File: src/rtl/scroll_ctrl.sv
// Auto-scroll controller for an 8-digit HELLO rotation: prescaled step ticks, home dwell, single-step button.
// Optional build macro SCROLL_BOUNCE_EN selects ping-pong 0..7..0 scrolling instead of wrap-around.
module scroll_ctrl #(
  parameter int unsigned TICK_DIV   = 12_500_000,
  parameter int unsigned HOLD_TICKS = 4
) (
  input  logic       CLOCK_50,
  input  logic       RESET_N,
  input  logic       RUN,
  input  logic       DIR,
  input  logic [1:0] SPEED,
  input  logic       STEP_N,
  output logic [2:0] M,
  output logic       TICK,
  output logic [1:0] STATE
);

  typedef enum logic [1:0] {
    st_pause = 2'b00,
    st_run   = 2'b01,
    st_hold  = 2'b10,
    st_bad   = 2'b11
  } state_t;

  localparam logic [23:0] DIV = 24'(TICK_DIV);
  localparam int unsigned HW  = (HOLD_TICKS < 2) ? 1 : $clog2(HOLD_TICKS + 1);
  localparam logic [HW-1:0] HOLD_LAST = HW'(HOLD_TICKS - 1);

  state_t        state, state_d;
  logic [23:0]   cnt, limit;
  logic [1:0]    speed_q;
  logic          speed_chg, tick_i, clr_pre;
  logic [HW-1:0] hcnt, hcnt_d;
  logic          s1, s2, s3, step_fall;
  logic          adv, land_home;
  logic [2:0]    m_next;

  assign STATE     = state;
  assign limit     = (DIV >> SPEED) - 24'd1;
  assign speed_chg = (SPEED != speed_q);
  // A speed change restarts the period, so a stale count never fires a tick.
  assign tick_i    = (cnt == limit) && !speed_chg;
  assign step_fall = s3 && !s2;

`ifdef SCROLL_BOUNCE_EN
  logic up, up_d;

  always_comb begin
    m_next    = up ? 3'(M + 3'd1) : 3'(M - 3'd1);
    land_home = (m_next == 3'd7) || (m_next == 3'd0);
    up_d      = up;
    if (adv && (m_next == 3'd7)) up_d = 1'b0;
    if (adv && (m_next == 3'd0)) up_d = 1'b1;
  end
`else
  always_comb begin
    m_next    = DIR ? 3'(M - 3'd1) : 3'(M + 3'd1);
    land_home = (m_next == 3'd0);
  end
`endif

  always_comb begin
    state_d = state;
    hcnt_d  = hcnt;
    adv     = 1'b0;
    clr_pre = speed_chg;
    case (state)
      st_pause: begin
        clr_pre = 1'b1;
        hcnt_d  = '0;
        // RUN rising wins over a simultaneous step edge.
        if (RUN)            state_d = st_run;
        else if (step_fall) adv     = 1'b1;
      end
      st_run: begin
        if (!RUN) state_d = st_pause;
        else if (tick_i) begin
          adv = 1'b1;
          if (land_home) state_d = st_hold;
        end
      end
      st_hold: begin
        if (!RUN) begin
          state_d = st_pause;
          hcnt_d  = '0;
        end else if (tick_i) begin
          if (hcnt == HOLD_LAST) begin
            state_d = st_run;
            hcnt_d  = '0;
          end else begin
            hcnt_d = hcnt + 1'b1;
          end
        end
      end
      default: state_d = st_pause;
    endcase
  end

  always_ff @(posedge CLOCK_50 or negedge RESET_N) begin
    if (!RESET_N) begin
      state   <= st_pause;
      M       <= '0;
      TICK    <= 1'b0;
      cnt     <= '0;
      hcnt    <= '0;
      speed_q <= '0;
      s1      <= 1'b1;
      s2      <= 1'b1;
      s3      <= 1'b1;
`ifdef SCROLL_BOUNCE_EN
      up      <= 1'b1;
`endif
    end else begin
      state   <= state_d;
      hcnt    <= hcnt_d;
      speed_q <= SPEED;
      s1      <= STEP_N;
      s2      <= s1;
      s3      <= s2;
      cnt     <= (clr_pre || tick_i) ? '0 : cnt + 24'd1;
      TICK    <= adv;
      if (adv) M <= m_next;
`ifdef SCROLL_BOUNCE_EN
      up      <= up_d;
`endif
    end
  end

endmodule

File: config.mk
export PLATFORM = sky130hd
export DESIGN_NAME = scroll_ctrl
export DESIGN_NICKNAME = d
export VERILOG_FILES = /design/src/rtl/scroll_ctrl.sv
export SDC_FILE = /design/constraint.sdc
export NUM_CORES = 1
export LEC_CHECK = 0
export BUFFER_PORTS_ARGS = -buffer_cell sky130_fd_sc_hd__buf_2
export CORE_MARGIN = 2
export CORE_UTILIZATION = 55
export CTS_BUF_LIST = sky130_fd_sc_hd__clkbuf_16
export CTS_CLUSTER_SIZE = 20
export DETAILED_ROUTE_END_ITERATION = 10
export PLACE_DENSITY = 0.79
export SETUP_SLACK_MARGIN = 0.4
export SLEW_MARGIN = 15
export SYNTH_ARGS = -nofsm -noshare
export SYNTH_HDL_FRONTEND = slang
export SYNTH_SLANG_ARGS = --single-unit
File: constraint.sdc
create_clock -name CLOCK_50 -period 2.3 [get_ports CLOCK_50]
set_clock_uncertainty 0.05 [all_clocks]
set_input_delay 0.115 -clock CLOCK_50 [delete_from_list [all_inputs] [get_ports CLOCK_50]]
set_output_delay 0.115 -clock CLOCK_50 [all_outputs]
set_load 0.05 [all_outputs]
---- Word-level counts from Yosys, hierarchy flattened ----
Cells that the tools add are included.
word-level totals
  output and inout bits ................... 6
  bits of input ports ..................... 7
  logic and storage cells ................. 55
  register bits ........................... 38
cells by class
  shift operators ......................... 1
  reduce and logical (&&, ||, !) cells .... 10
  add/sub/neg operators ................... 5
  muxes and demuxes ....................... 20
  eq/ne operators ......................... 10
operator list
  cell                     count
  $add A24 B1 Y24 const B  1
  $eq A24 B24 Y1           1
  $mux W24                 1
  $shr A24 B2 Y24 const A  1
  $sub A24 B1 Y24 const B  1
  $mux W2                  7
  $mux W3                  4
  $ne A3 B3 Y1 const B     4
  $add A3 B1 Y3 const B    2
  $pmux W2 S3              1
  $pmux W3 S2              1
  $mux W1                  5
  $reduce_and A5 Y1        1
  $eq A3 B2 Y1 const B     1
  $logic_not A3 Y1         1
  $sub A3 B1 Y3 const B    1
  $eq A2 B1 Y1 const B     1
  $eq A2 B2 Y1 const B     1
  $logic_and A1 B1 Y1      2
  $logic_not A1 Y1         2
  $logic_not A2 Y1         1
  $ne A2 B2 Y1             1
  $ne A2 B2 Y1 const B     1
  $pmux W1 S2              1
  3 further kinds          3

---- Logic depth before layout (Yosys ltp) ----
  depth after elaboration ................. 7
  gate-level depth with buffers ........... 12
  mapped depth without buffers ............ 9

---- Least setup slack after synthesis ----
Ideal clock, no wire load.
  path kind ............................... register to register
  from .................................... register cnt[6]
  to ...................................... register cnt[10]
  data required time ...................... 2127 ps
  setup slack ............................. 139 ps
  buffers on the path ..................... 2
  clock period less this slack ............ 2161 ps
  arrival ................................. 1988 ps
  stages on the path, launching flop included .. 9
  library setup time ...................... 123 ps
  cells stage by stage .................... dfrtp_1 -> nor2b_1 -> a2111oi_2 -> o2111ai_2 -> nor4_4 -> or4_1 -> buf_6 -> buf_12 -> nor2_4
on the way
  longest elaborated chain between the ends .. 4
  elaborated cells on any way between the ends .. 5
  classes of those cells .................. add/sub: 1; eq/ne: 1; mux: 1; reduce/logical: 2
RTL lines
  what                                                     line  RTL
  start, declared                                          30    logic [23:0] cnt, limit;
  start signal, assigned                                   120   cnt <= (clr_pre || tick_i) ? '0 : cnt + 24'd1;
  branches (longest 3 deep; another with $add A24 B1 Y24)  n/a
  $mux W24 (*)                                             120
Mark *: on every way between the ends.
A chain may end at the register's enable or synchronous reset.

---- Worst setup path after layout ----
  from .................................... register cnt[15]
  to ...................................... register cnt[3]
on the way
  longest elaborated chain between the ends .. 4
RTL lines
  what                 line  RTL
  $eq A24 B24 Y1       42    assign tick_i = (cnt == limit) && !speed_chg;
  $logic_and A1 B1 Y1  42
  $logic_or A1 B1 Y1   120
  $mux W24             120
Every way passes these cells.

==> reports/qor.yml <==
netlist_area_mm2: 0.00245
power.switching_w: 0.000503
rsz0062_at_grt: "yes"
n_antenna_cell: 0
crit_type: "flip-flop to flip-flop"
arrival_ps: 2200
crit_family: "simple AND/OR/NAND/NOR gates"
fill_cells: 295
syn_inst: 241
ys.flop_type: "dfrtp_1"
vias: 2054
dr.first_iter.drc_count: 286
antenna_found_initial: 0
yosysTopAreaCell: "dfrtp_1"
grt.overflow.total: 0
tritoncts: "done"
ys_warn_count: 0
peakVddDrop_v: 0.000482
hold_viol: 0
grt_pass1_wl_um: 9800
async_flop_share_pct: 100
combPwrFrac_pct: 18.4
cp_max_fo: 12
h-tree-depth: 2
power_density_mw_per_mm2: 543
ant_nets: 0
max_freq_ghz: 0.489
power_leakage_nw: 1.22
gp_congestion: 0.926
fin_nets: 299
slew_headroom_pct: 43.3
cap_viol_max_count: 0
hpwl_um: 3550
pwr-share-seq_pct: 42.5
clk_path_buf_depth: 2
min_period_over_period_pct: 88.9
wl_per_cell_um: 17.7
coreArea_mm2: 0.00432
cts.sinks: 38
synth.avg_cell_area_um2: 10.2
power_frac_clock_pct: 39.1
io_buffers: 12
clk_latency_ps: 290
place_inst: 308
yosysUniqueCellTypes: 57
die_w_um: 70.7
grt_usage_pct: 25.2
synth_seq_cells: 38
cpPeakStageDelay_ps: 500
ys_seq_area_share_pct: 39.0
startpoint_type: "flip-flop"
viasPerCell: 6.06
swShare_pct: 29.5
cts_made_buffers: 5
slew_violations: 0
synth_edf_count: 0
dieArea_mm2: 0.00500
first_pass_iters: 5
intPower_w: 0.00120
worstMarginPinSlew_ps: 850
die_h_um: 70.7
drc_errors: 0
initial_core_util_pct: 56.7
layout_min_cycle_time_ps: 2040
layout_common_cells: "buf_4, dfrtp_1, nand2_1, nor2_4, nor2_1"
grt_pass1_vias: 2068
status: "completed"
rows: 24
fin_tns_setup_ps: 0
path_cells: "buf_4 > a21boi_0 > a211o_1 > o21ai_2 > nor4_4 > or4_4 > buf_12 > nor2_1"
setup_viol: 0
critPathBufInv: 2
mostFrequentLayoutCell: "buf_4"
path_clk_slew_ps: 60
areaGrowthSynthToFinish_pct: 28.1
grt_max_degree: 39
synthTopCellsByArea: "dfrtp_1, nor2_4, xor2_1, xnor2_1, nand2_1"
yosysTopAreaCellShare_pct: 35.8
hold_class: "input port to flip-flop"
crit_path_end_kind: "flip-flop"
crit_path_top_delay_cell: "or4_4"
drive_above_1_share_pct: 42.5
fin_cells: 339
cts_root_buf: "clkbuf_16"
ios: 13
syn_nets: 254
worstPathRequired_ps: 2450
wl_um: 6010
==> tightest hold or removal path, stage by stage <==
cell      delay [ps]
buf_2            130
nand2_1           60
a311oi_1          40
==> stage by stage <==
step                setup slack, ps  area [µm²]  hold slack, ps  total power [W]  utilization [%]
floorplan                       279        2510            -231         0.000954                -
global placement                134        2640             176          0.00102             61.1
detailed placement             83.6        2640             176          0.00102             61.1
CTS                             231        2990            27.1          0.00170             69.1
global route                    188        3140            64.5          0.00177             72.6
finish                          256        3140            41.9          0.00170             72.6
==> timing repair <==
action                     4_1_cts  5_1_grt
gates cloned                     1        0
pin swaps                       12       12
hold buffers                     3        0
gates resized for setup         20       18
buffers inserted                 7       12
hold endpoints to repair        37        0
setup endpoints to repair       33       33
==> per-layer routing <==
layer / track usage, % / share of wire [%] / up-vias
met2: 40.3 / 46 / 110
met1: 31.4 / 41 / 987
met4: 14.7 / 5.3 / 0
met5: 0 / 0 / -
li1: - / - / 922
met3: 5.84 / 7.4 / 35
==> layout make-up <==
| type | instances | area (µm²) | share of cell area, % |
|---|---|---|---|
| Clock buffer | 5 | 125 | 3.99 |
| Clock inverter | 3 | 17.5 | 0.558 |
| Inverter | 12 | 45.0 | 1.44 |
| Multi-Input combinational cell | 182 | 1540 | 49.2 |
| Sequential cell | 38 | 972 | 31.0 |
| Tap cell | 52 | 65.1 | 2.07 |
| Timing Repair Buffer | 47 | 370 | 11.8 |
==> sequential cells by signal, summed over array words and instances (netlist names) <==
signal / flops
cnt: 24
M: 3
hcnt: 3
STATE: 2
speed_q: 2
TICK: 1
s1: 1
s2: 1
s3: 1
==> worst paths after layout <==
| kind | startpoint | endpoint | slack (ps) | cells after the start |
|---|---|---|---|---|
| max | cnt[15] | cnt[3] | 260 | 8 |
| min | RUN | STATE[0] | 40 | 3 |
| max reg2reg | cnt[15] | cnt[3] | 260 | 8 |
| min reg2reg | s1 | s2 | 310 | 0 |
| max in group asynchronous | RESET_N | cnt[21] | 1180 | 2 |
| min in group asynchronous | RESET_N | hcnt[2] | 430 | 2 |
==> power groups by stage <==
stage | clock, W | sequential [W] | combinational, W
final | 0.000666 | 0.000724 | 0.000314
after detailed placement | 0 | 0.000736 | 0.000288
after global routing | 0.000702 | 0.000728 | 0.000339
after floorplan | 0 | 0.000802 | 0.000152
after global placement | 0 | 0.000735 | 0.000280
after CTS | 0.000674 | 0.000724 | 0.000305
==> logic make-up (layout without fill, tap and decap cells) <==
kind of cell,Yosys count,in the layout,synth area share (%)
AND/OR/NAND/NOR,117,117,31.7
multiplexers,2,2,0.817
flip-flops,38,38,39.0
XOR/XNOR,27,27,9.96
AO/OA/AOI/OAI,30,30,9.96
buffers and inverters,21,67,5.26
adder cells (fa/ha/maj),6,6,3.37
==> Yosys cell counts (4+ instances only) <==
master / instances
nand3_1: 8
nand3b_1: 5
nor3_1: 6
nand2b_1: 4
xnor2_1: 11
xor2_1: 15
o21ai_1: 4
nand4_1: 8
dfrtp_1: 35
nor2b_1: 7
a21oi_1: 4
inv_1: 11
ha_1: 5
nor2_4: 18
nor2_1: 16
nand2_1: 22
(Power assumes the default switching activity.)
